===== src/rtl/br_pred_ctrl.sv =====
// Branch predictor sequencer: in-flight prediction FIFO, resolution compare,
// predictor update, mispredict redirect/flush and saturating statistics.
module br_pred_ctrl #(
    parameter int QDEPTH       = 4,
    parameter int FLUSH_CYCLES = 2
) (
    input  logic        clk,
    input  logic        rst,
    input  logic        pred_valid_i,
    input  logic [31:0] pred_pc_i,
    input  logic        pred_taken_i,
    input  logic [31:0] pred_target_i,
    input  logic        res_valid_i,
    input  logic        res_taken_i,
    input  logic [31:0] res_target_i,
    output logic        upd_valid_o,
    output logic        upd_taken_o,
    output logic [31:0] upd_addr_o,
    output logic [31:0] upd_target_o,
    output logic        redirect_valid_o,
    output logic [31:0] redirect_pc_o,
    output logic        flush_o,
    output logic        stall_o,
    output logic        err_o,
    output logic [15:0] branch_cnt_o,
    output logic [15:0] mispred_cnt_o
);
    localparam int AW = $clog2(QDEPTH);
    localparam int CW = AW + 1;
    localparam int FW = $clog2(FLUSH_CYCLES + 1);

    typedef enum logic {RUN, FLUSH} state_t;

    state_t          state;
    logic [FW-1:0]   flush_cnt;
    logic [31:0]     q_pc     [QDEPTH];
    logic            q_taken  [QDEPTH];
    logic [31:0]     q_target [QDEPTH];
    logic [AW-1:0]   wr_ptr, rd_ptr;
    logic [CW-1:0]   count;

    logic            full, do_pop, do_push, mispred;
    logic [31:0]     h_pc, h_target, correct_pc;
    logic            h_taken;

    always_comb begin
        full       = (count == CW'(QDEPTH));
        h_pc       = q_pc[rd_ptr];
        h_taken    = q_taken[rd_ptr];
        h_target   = q_target[rd_ptr];
        do_pop     = (state == RUN) && res_valid_i && (count != '0);
        mispred    = (res_taken_i != h_taken) || (res_taken_i && (res_target_i != h_target));
        // A mispredicting pop makes any same-cycle push wrong-path.
        do_push    = (state == RUN) && pred_valid_i && (!full || do_pop) && !(do_pop && mispred);
        correct_pc = res_taken_i ? res_target_i : h_pc + 32'd4;
    end

    assign stall_o = full;

    // Storage carries no reset; validity is tracked by count.
    always_ff @(posedge clk) begin
        if (do_push) begin
            q_pc[wr_ptr]     <= pred_pc_i;
            q_taken[wr_ptr]  <= pred_taken_i;
            q_target[wr_ptr] <= pred_target_i;
        end
    end

    always_ff @(posedge clk or posedge rst) begin
        if (rst) begin
            state            <= RUN;
            flush_cnt        <= '0;
            wr_ptr           <= '0;
            rd_ptr           <= '0;
            count            <= '0;
            upd_valid_o      <= 1'b0;
            upd_taken_o      <= 1'b0;
            upd_addr_o       <= '0;
            upd_target_o     <= '0;
            redirect_valid_o <= 1'b0;
            redirect_pc_o    <= '0;
            flush_o          <= 1'b0;
            err_o            <= 1'b0;
            branch_cnt_o     <= '0;
            mispred_cnt_o    <= '0;
        end else begin
            upd_valid_o      <= 1'b0;
            redirect_valid_o <= 1'b0;
            case (state)
                RUN: begin
                    if (res_valid_i && count == '0)
                        err_o <= 1'b1;
                    if (do_push)
                        wr_ptr <= wr_ptr + AW'(1);
                    if (do_pop) begin
                        rd_ptr       <= rd_ptr + AW'(1);
                        upd_valid_o  <= 1'b1;
                        upd_taken_o  <= res_taken_i;
                        upd_addr_o   <= h_pc;
                        upd_target_o <= res_target_i;
                        if (branch_cnt_o != 16'hFFFF)
                            branch_cnt_o <= branch_cnt_o + 16'd1;
                    end
                    count <= count + CW'(do_push) - CW'(do_pop);
                    if (do_pop && mispred) begin
                        if (mispred_cnt_o != 16'hFFFF)
                            mispred_cnt_o <= mispred_cnt_o + 16'd1;
                        redirect_valid_o <= 1'b1;
                        redirect_pc_o    <= correct_pc;
                        flush_o          <= 1'b1;
                        flush_cnt        <= FW'(FLUSH_CYCLES);
                        state            <= FLUSH;
                        wr_ptr           <= '0;
                        rd_ptr           <= '0;
                        count            <= '0;
                    end
                end
                FLUSH: begin
                    if (flush_cnt <= FW'(1)) begin
                        state   <= RUN;
                        flush_o <= 1'b0;
                    end
                    flush_cnt <= flush_cnt - FW'(1);
                end
                default: state <= RUN;
            endcase
        end
    end
endmodule

===== config.mk =====
export PLATFORM = sky130hd
export DESIGN_NAME = br_pred_ctrl
export DESIGN_NICKNAME = d
export VERILOG_FILES = /design/src/rtl/br_pred_ctrl.sv
export SDC_FILE = /design/constraint.sdc
export NUM_CORES = 1
export LEC_CHECK = 0
export BUFFER_PORTS_ARGS = -buffer_cell sky130_fd_sc_hd__buf_2
export CORE_AREA = 10 10 190 192
export CTS_BUF_LIST = sky130_fd_sc_hd__clkbuf_8 sky130_fd_sc_hd__clkbuf_16
export CTS_CLUSTER_DIAMETER = 50
export DETAILED_ROUTE_END_ITERATION = 12
export DIE_AREA = 0 0 200 202
export PLACE_DENSITY = 0.79
export SLEW_MARGIN = 20
export SYNTH_ARGS = -nofsm -noshare
export SYNTH_HDL_FRONTEND = slang
export SYNTH_SLANG_ARGS = --single-unit

===== constraint.sdc =====
create_clock -name clk -period 5.47 [get_ports clk]
set_input_delay 1.3675 -clock clk [delete_from_list [all_inputs] [get_ports clk]]
set_output_delay 1.3675 -clock clk [all_outputs]
set_load 0.02 [all_outputs]

# After elaboration in Yosys (flattened, before gate mapping)
# Memory sizes are Yosys's and may differ from the RTL's.
# Index checks and enable logic that the tools add are counted.
dict set report op_classes {
  n_reduce_logical 24
  n_bitwise 1
  n_lt_le_gt_ge 1
  muxes 19
  n_eq_ne 7
  addsub 8
}
# op count
set op_table {}
lappend op_table {{$add A16 B1 Y16 const B} 2}
lappend op_table {{$add A32 B3 Y32 const B} 1}
lappend op_table {{$mux W32} 1}
lappend op_table {{$ne A16 B16 Y1 const B} 2}
lappend op_table {{$ne A32 B32 Y1} 1}
lappend op_table {{$reduce_and A2 Y1} 6}
lappend op_table {{$mux W2} 5}
lappend op_table {{$mux W1} 9}
lappend op_table {{$logic_and A1 B1 Y1} 8}
lappend op_table {{$reduce_and A3 Y1} 2}
lappend op_table {{$add A2 B1 Y2 const B} 2}
lappend op_table {{$ne A2 B1 Y1 const B} 2}
lappend op_table {{$pmux W1 S2} 2}
lappend op_table {{$pmux W2 S2} 1}
lappend op_table {{$reduce_bool A2 Y1} 2}
lappend op_table {{$add A3 B1 Y3} 1}
lappend op_table {{$eq A3 B3 Y1 const B} 1}
lappend op_table {{$logic_not A3 Y1} 1}
lappend op_table {{$mux W3} 1}
lappend op_table {{$reduce_bool A3 Y1} 1}
lappend op_table {{$sub A3 B1 Y3} 1}
lappend op_table {{$le A2 B1 Y1 const B} 1}
lappend op_table {{$logic_not A1 Y1} 2}
lappend op_table {{$logic_or A1 B1 Y1} 2}
lappend op_table {{other kinds (3)} 3}
dict set report word_totals {
  ff_bits 143
  output_inout_bits 134
  ram_bits 260
  input_bits 102
  elab_cells 78
  n_memories 3
}
# name depth word_bits rd rd_clocked_by_memory_dff write_ports line_no
set mem_list {}
lappend mem_list {q_pc 4 32 1 0 1 36} ;# logic [31:0] q_pc [QDEPTH];
lappend mem_list {q_target 4 32 1 0 1 38} ;# logic [31:0] q_target [QDEPTH];
lappend mem_list {q_taken 4 1 1 0 1 37} ;# logic q_taken [QDEPTH];

# Logic depth before layout (Yosys ltp)
# An unclocked memory read counts as a cell.
dict set report depth {
  word_depth 10
  ltp_mapped 19
  mapped_depth_nobuf 16
}

# Worst setup path after synthesis
# No wires, ideal clock.
dict set report synth_path {
  path_kind {input -> register}
  start {input port res_taken_i}
  end {memory q_pc[0][0], enable pin}
  slack_ps 876
  t_required_ps 5040
  t_arrival_ps 4163
  setup_time_ps 430
  stages 8
  cell_sequence {clkbuf_1 -> nand2b_1 -> o22ai_1 -> o2111ai_1 -> a2111oi_1 -> nand4_1 -> nand2_2 -> and3_1}
}
dict set report synth_via {
  elab_chain_len 7
  elab_cells_between_ends 8
}
# item line_no
set synth_lines {}
lappend synth_lines {{start: declaration} 14} ;# input logic res_taken_i,
lappend synth_lines {{$ne A1 B1 Y1 or $logic_and A1 B1 Y1 (tied branches)} 52} ;# mispred = (res_taken_i != h_taken) || (res_taken_i && (res_target_i != h_target));
lappend synth_lines {{$logic_or A1 B1 Y1 *} 52}
lappend synth_lines {{$logic_and A1 B1 Y1 *} 54} ;# do_push = (state == RUN) && pred_valid_i && (!full || do_pop) && !(do_pop && mispred);
lappend synth_lines {{$logic_not A1 Y1 *} 54}
lappend synth_lines {{$logic_and A1 B1 Y1 *} 54}
lappend synth_lines {{$mux W1 *} 62} ;# if (do_push) begin
lappend synth_lines {{$mux W1 (implied by the code) *} 63} ;# q_pc[wr_ptr] <= pred_pc_i;
lappend synth_lines {{end: declaration} 36}
# Every way passes the cells marked *; elsewhere a longest branch is shown, timed or not.

# Final worst setup path
dict set report layout_path {
  start {register rd_ptr[1]}
  end {register count[2]}
}
dict set report layout_via {
  elab_chain_len 10
  elab_cells_between_ends 12
}
# item line_no
set layout_lines {}
lappend layout_lines {{start: declaration} 39} ;# logic [AW-1:0] wr_ptr, rd_ptr;
lappend layout_lines {{start signal: assignment} 96} ;# rd_ptr <= rd_ptr + AW'(1);
lappend layout_lines {{$mem_v2 Z4 W32} n/a}
lappend layout_lines {{$ne A32 B32 Y1} 52}
lappend layout_lines {{$logic_and A1 B1 Y1} 52}
lappend layout_lines {{$logic_or A1 B1 Y1 *} 52}
lappend layout_lines {{$logic_and A1 B1 Y1 *} {54, 105}}
lappend layout_lines {{$logic_not A1 Y1} 54}
lappend layout_lines {{$logic_and A1 B1 Y1} 54}
lappend layout_lines {{$add A3 B1 Y3} 104} ;# count <= count + CW'(do_push) - CW'(do_pop);
lappend layout_lines {{$sub A3 B1 Y3} 104}
lappend layout_lines {{$mux W3 *} 105} ;# if (do_pop && mispred) begin
lappend layout_lines {{end signal: assignment} 104}
lappend layout_lines {{end: declaration} 40} ;# logic [CW-1:0] count;
# Marked as above.
# A chain may end at the register's enable or synchronous reset.

==> summary.txt <==
Routing
  – Via/cell ratio: 5.520
  – WL per Instance: roughly 23 um
  – DRC: 0
  – First-iteration detailed-routing DRC count: ~710
  – DRT Pass-1 Iters: 5
  – DR vias: slightly above 10000
  – Detailed Route WL: between 40 and 50 mm
  – Routed Antenna Nets: 0

Pwr
  – Net switching power: between 0.003 and 0.004 W
  – Max IR drop VDD: 0.3171 mV
  – Int Pwr: around 0.007 W
  – Sw Ratio: 0.3500
  – Comb power frac: 0.334
  – Seq pwr share: 0.409
  – Total Power: 0.01087 W
  – Clock group share of total power: 0.257
  – Lkg Pwr: around 7.9 nW
  – Power per standard cell area: approximately 550 nW/um^2

Min path
  – Hold depth: 2
  – Worst Hold Endpoint: upd_target_o[25]
  – Worst hold path class: reg2reg
  – HP Start: upd_target_o[25]

Clocking
  – CTS Sinks: 403
  – Clk root buf: clkbuf_16
  – Clk Latency, worst-skew pair: ~0.54 ns
  – CTS Buffer Depth: 3
  – CTS Hold Bufs: 0
  – H-tree depth: 2
  – Post_cts resized: 0
  – Clock transition at path regs: about 0.06 ns
  – Postcts setup bufs: 0
  – CTS tree: yes
  – CTS buffer count: 44

Logic synthesis
  – Synth Flop Type: edfxtp_1
  – Netlist cell types: 54
  – Yosys top cell area share: 0.4688
  – FFs w/ async S/R, synth: 0.3548
  – Synth area leader: edfxtp_1
  – Synthesized instance count: 1104
  – Ys Warns: 0
  – Post-synth EDFFs: 260
  – Synthesized area per cell: approximately 15 um^2
  – FF+latch count, synth: 403
  – Synth top area cells: edfxtp_1, dfrtp_1, mux4_2
  – Register area share after synthesis: 0.6836
  – Net Count, Synth: about 1200
  – Synth Cell Area: between 15000 and 20000 um^2

Final layout
  – Fraction of layout instances using a drive strength above 1: 0.3103
  – Area Growth Syn to Fin: 18.54%
  – Nets: around 1500
  – Commonest non-fill, non-tap cell in the layout: edfxtp_1
  – Most frequent cells in the layout: edfxtp_1, nand2_1, buf_2

Floorplan
  – Row cnt: 66
  – Initial Util: 0.5158
  – # IOs: 236
  – Die Y: about 200 um
  – Die area: around 40000 um^2
  – Core area: roughly 32000 um^2
  – Die W: 200 um

STA
  – Normalized max-slew margin: 0.3406
  – Final Hold Fails: 0
  – Final Skew: slightly below 0.02 ns
  – Max Fclk: around 220 MHz
  – Hold_ws: ~0.47 ns
  – Period utilization: 0.8310
  – Worst Tran Pin Value: ~0.99 ns
  – Slew Viols, Final: 0
  – # setup viols final: 0
  – Final TNS setup: 0 ns
  – Final critical-path required period: about 4.5 ns
  – RSZ-0062 raised after global routing: false

Worst setup path
  – CP bufs+invs: 3
  – CP Launch Type: register
  – R2R Path Start: rd_ptr[1]
  – Critical path class: reg2reg
  – Crit-path cells: buf_4 > mux4_2 > xnor2_1 > o2111ai_1 > a2111oi_1 > nand4_1 > nand2_2 > nand2_1 > ha_1 > inv_1 > ha_1 > inv_1 > fa_1 > xor2_1 > nand2_1 > a21oi_1 > a221o_1
  – Crit-path max FO: 34
  – Critical-path top delay cell: dfrtp_4
  – Worst-case reg-to-reg path depth: 17
  – Arrival time at the worst endpoint: around 5.0 ns
  – WP data required: between 5 and 6 ns
  – Top delay family on crit path: compound AO/OA/AOI/OAI gates
  – Slowest stage delay, CP: between 0.7 and 0.8 ns
  – Reg2Reg Setup Slack: roughly 0.9 ns
  – R2R Path End: count[2]
  – CP Capture Type: register

GRT
  – Grt ovf: 0
  – First-pass GRT wire length: between 60 and 70 mm
  – Initial antenna violation count: 17
  – Total track usage: 0.2108
  – Largest net degree at the start of global routing: 106
  – Vias in the first global route: roughly 11000

Placement
  – Post-DP HPWL: approximately 30 mm
  – Port bufs: between 200 and 250
  – Gpl congestion: about 0.84

Run
  – Max Cap Violations: 0

Run status
  – Outcome: finished, final reports clean
==> power by group through the flow <==
stage	clock (W)	combinational (W)	sequential [W]
finish	0.00279	0.00363	0.00444
global route	0.00296	0.00394	0.00453
CTS	0.00283	0.00367	0.00444
detailed placement	0	0.00365	0.00450
global placement	0	0.00357	0.00447
floorplan	0	0.00212	0.00483
==> layer usage <==
metal	track usage	up-vias	part of all wire
li1	-	4543	-
met1	0.2768	5084	0.40
met2	0.3245	426	0.47
met3	0.05499	101	0.091
met4	0.09007	14	0.039
met5	0.01148	-	0.0021
==> kinds of logic after synthesis <==
group	synth area share
mux	0.1209
fa+ha+maj	0.008715
flops	0.6836
buf+inv	0.02021
xor+xnor	0.04680
compound gates	0.02261
simple gates	0.09714
==> synth_stat cells (18+ instances only) <==
| master | count |
|---|---|
| nand2_1 | 243 |
| dfrtp_1 | 143 |
| clkbuf_1 | 23 |
| mux4_2 | 59 |
| nand4_1 | 25 |
| mux2_4 | 29 |
| edfxtp_1 | 260 |
| o21ai_0 | 31 |
| xnor2_1 | 67 |
| xor2_1 | 22 |
| nand3_1 | 28 |
| nor2_1 | 18 |
==> worst max path at each step <==
| stage | from | to | slack, ns | depth (start not counted) |
|---|---|---|---|---|
| after floorplan | rst | branch_cnt_o[0] | 0.26 | 1 |
| after CTS | rd_ptr[0] | count[2] | 0.89 | 17 |
| after global routing | rd_ptr[0] | count[2] | 0.60 | 17 |
| after detailed placement | res_taken_i | count[2] | 0.65 | 17 |
| after global placement | res_taken_i | count[2] | 0.81 | 17 |
| final | rd_ptr[1] | count[2] | 0.92 | 17 |
==> sequential cells by signal, summed over array words and instances, names as in the netlist <==
| signal | count |
|---|---|
| mispred_cnt_o | 16 |
| state | 1 |
| upd_addr_o | 32 |
| q_target | 128 |
| flush_o | 1 |
| branch_cnt_o | 16 |
| err_o | 1 |
| count | 3 |
| q_taken | 4 |
| rd_ptr | 2 |
| redirect_pc_o | 32 |
| flush_cnt | 2 |
| q_pc | 128 |
| upd_taken_o | 1 |
| upd_target_o | 32 |
| wr_ptr | 2 |
| upd_valid_o | 1 |
| redirect_valid_o | 1 |
==> worst register-to-register path: stages (launching register included) <==
cell and delay [ns]:
dfrtp_4 0.79, buf_4 0.36, mux4_2 0.37, xnor2_1 0.22
o2111ai_1 0.16, a2111oi_1 0.41, nand4_1 0.27, nand2_2 0.25
nand2_1 0.10, ha_1 0.29, inv_1 0.06, ha_1 0.13
inv_1 0.05, fa_1 0.37, xor2_1 0.16, nand2_1 0.09
a21oi_1 0.05, a221o_1 0.30
==> per-stage QoR <==
step             util  instance area, um^2  instances  setup slack (ns)
2_1_floorplan       -                16650       1104            0.2646
3_3_place_gp   0.5681                18340       1754            0.8058
3_5_place_dp   0.5681                18340       1754            0.6518
4_1_cts        0.6108                19720       1834            0.8903
5_1_grt        0.6112                19740       1839            0.6035
6_report       0.6114                19740       1842            0.9245
==> layout make-up <==
type	count	area (um^2)
sequential	403	11390
fill	2394	12550
timing repair buffer	255	1376
clock buffer	50	1195
clock inverter	30	183.9
multi-input combinational	637	4952
antenna	8	20.02
tap	442	553.0
inverter	17	68.82
No activity file was read; power rests on OpenSTA's default activity.
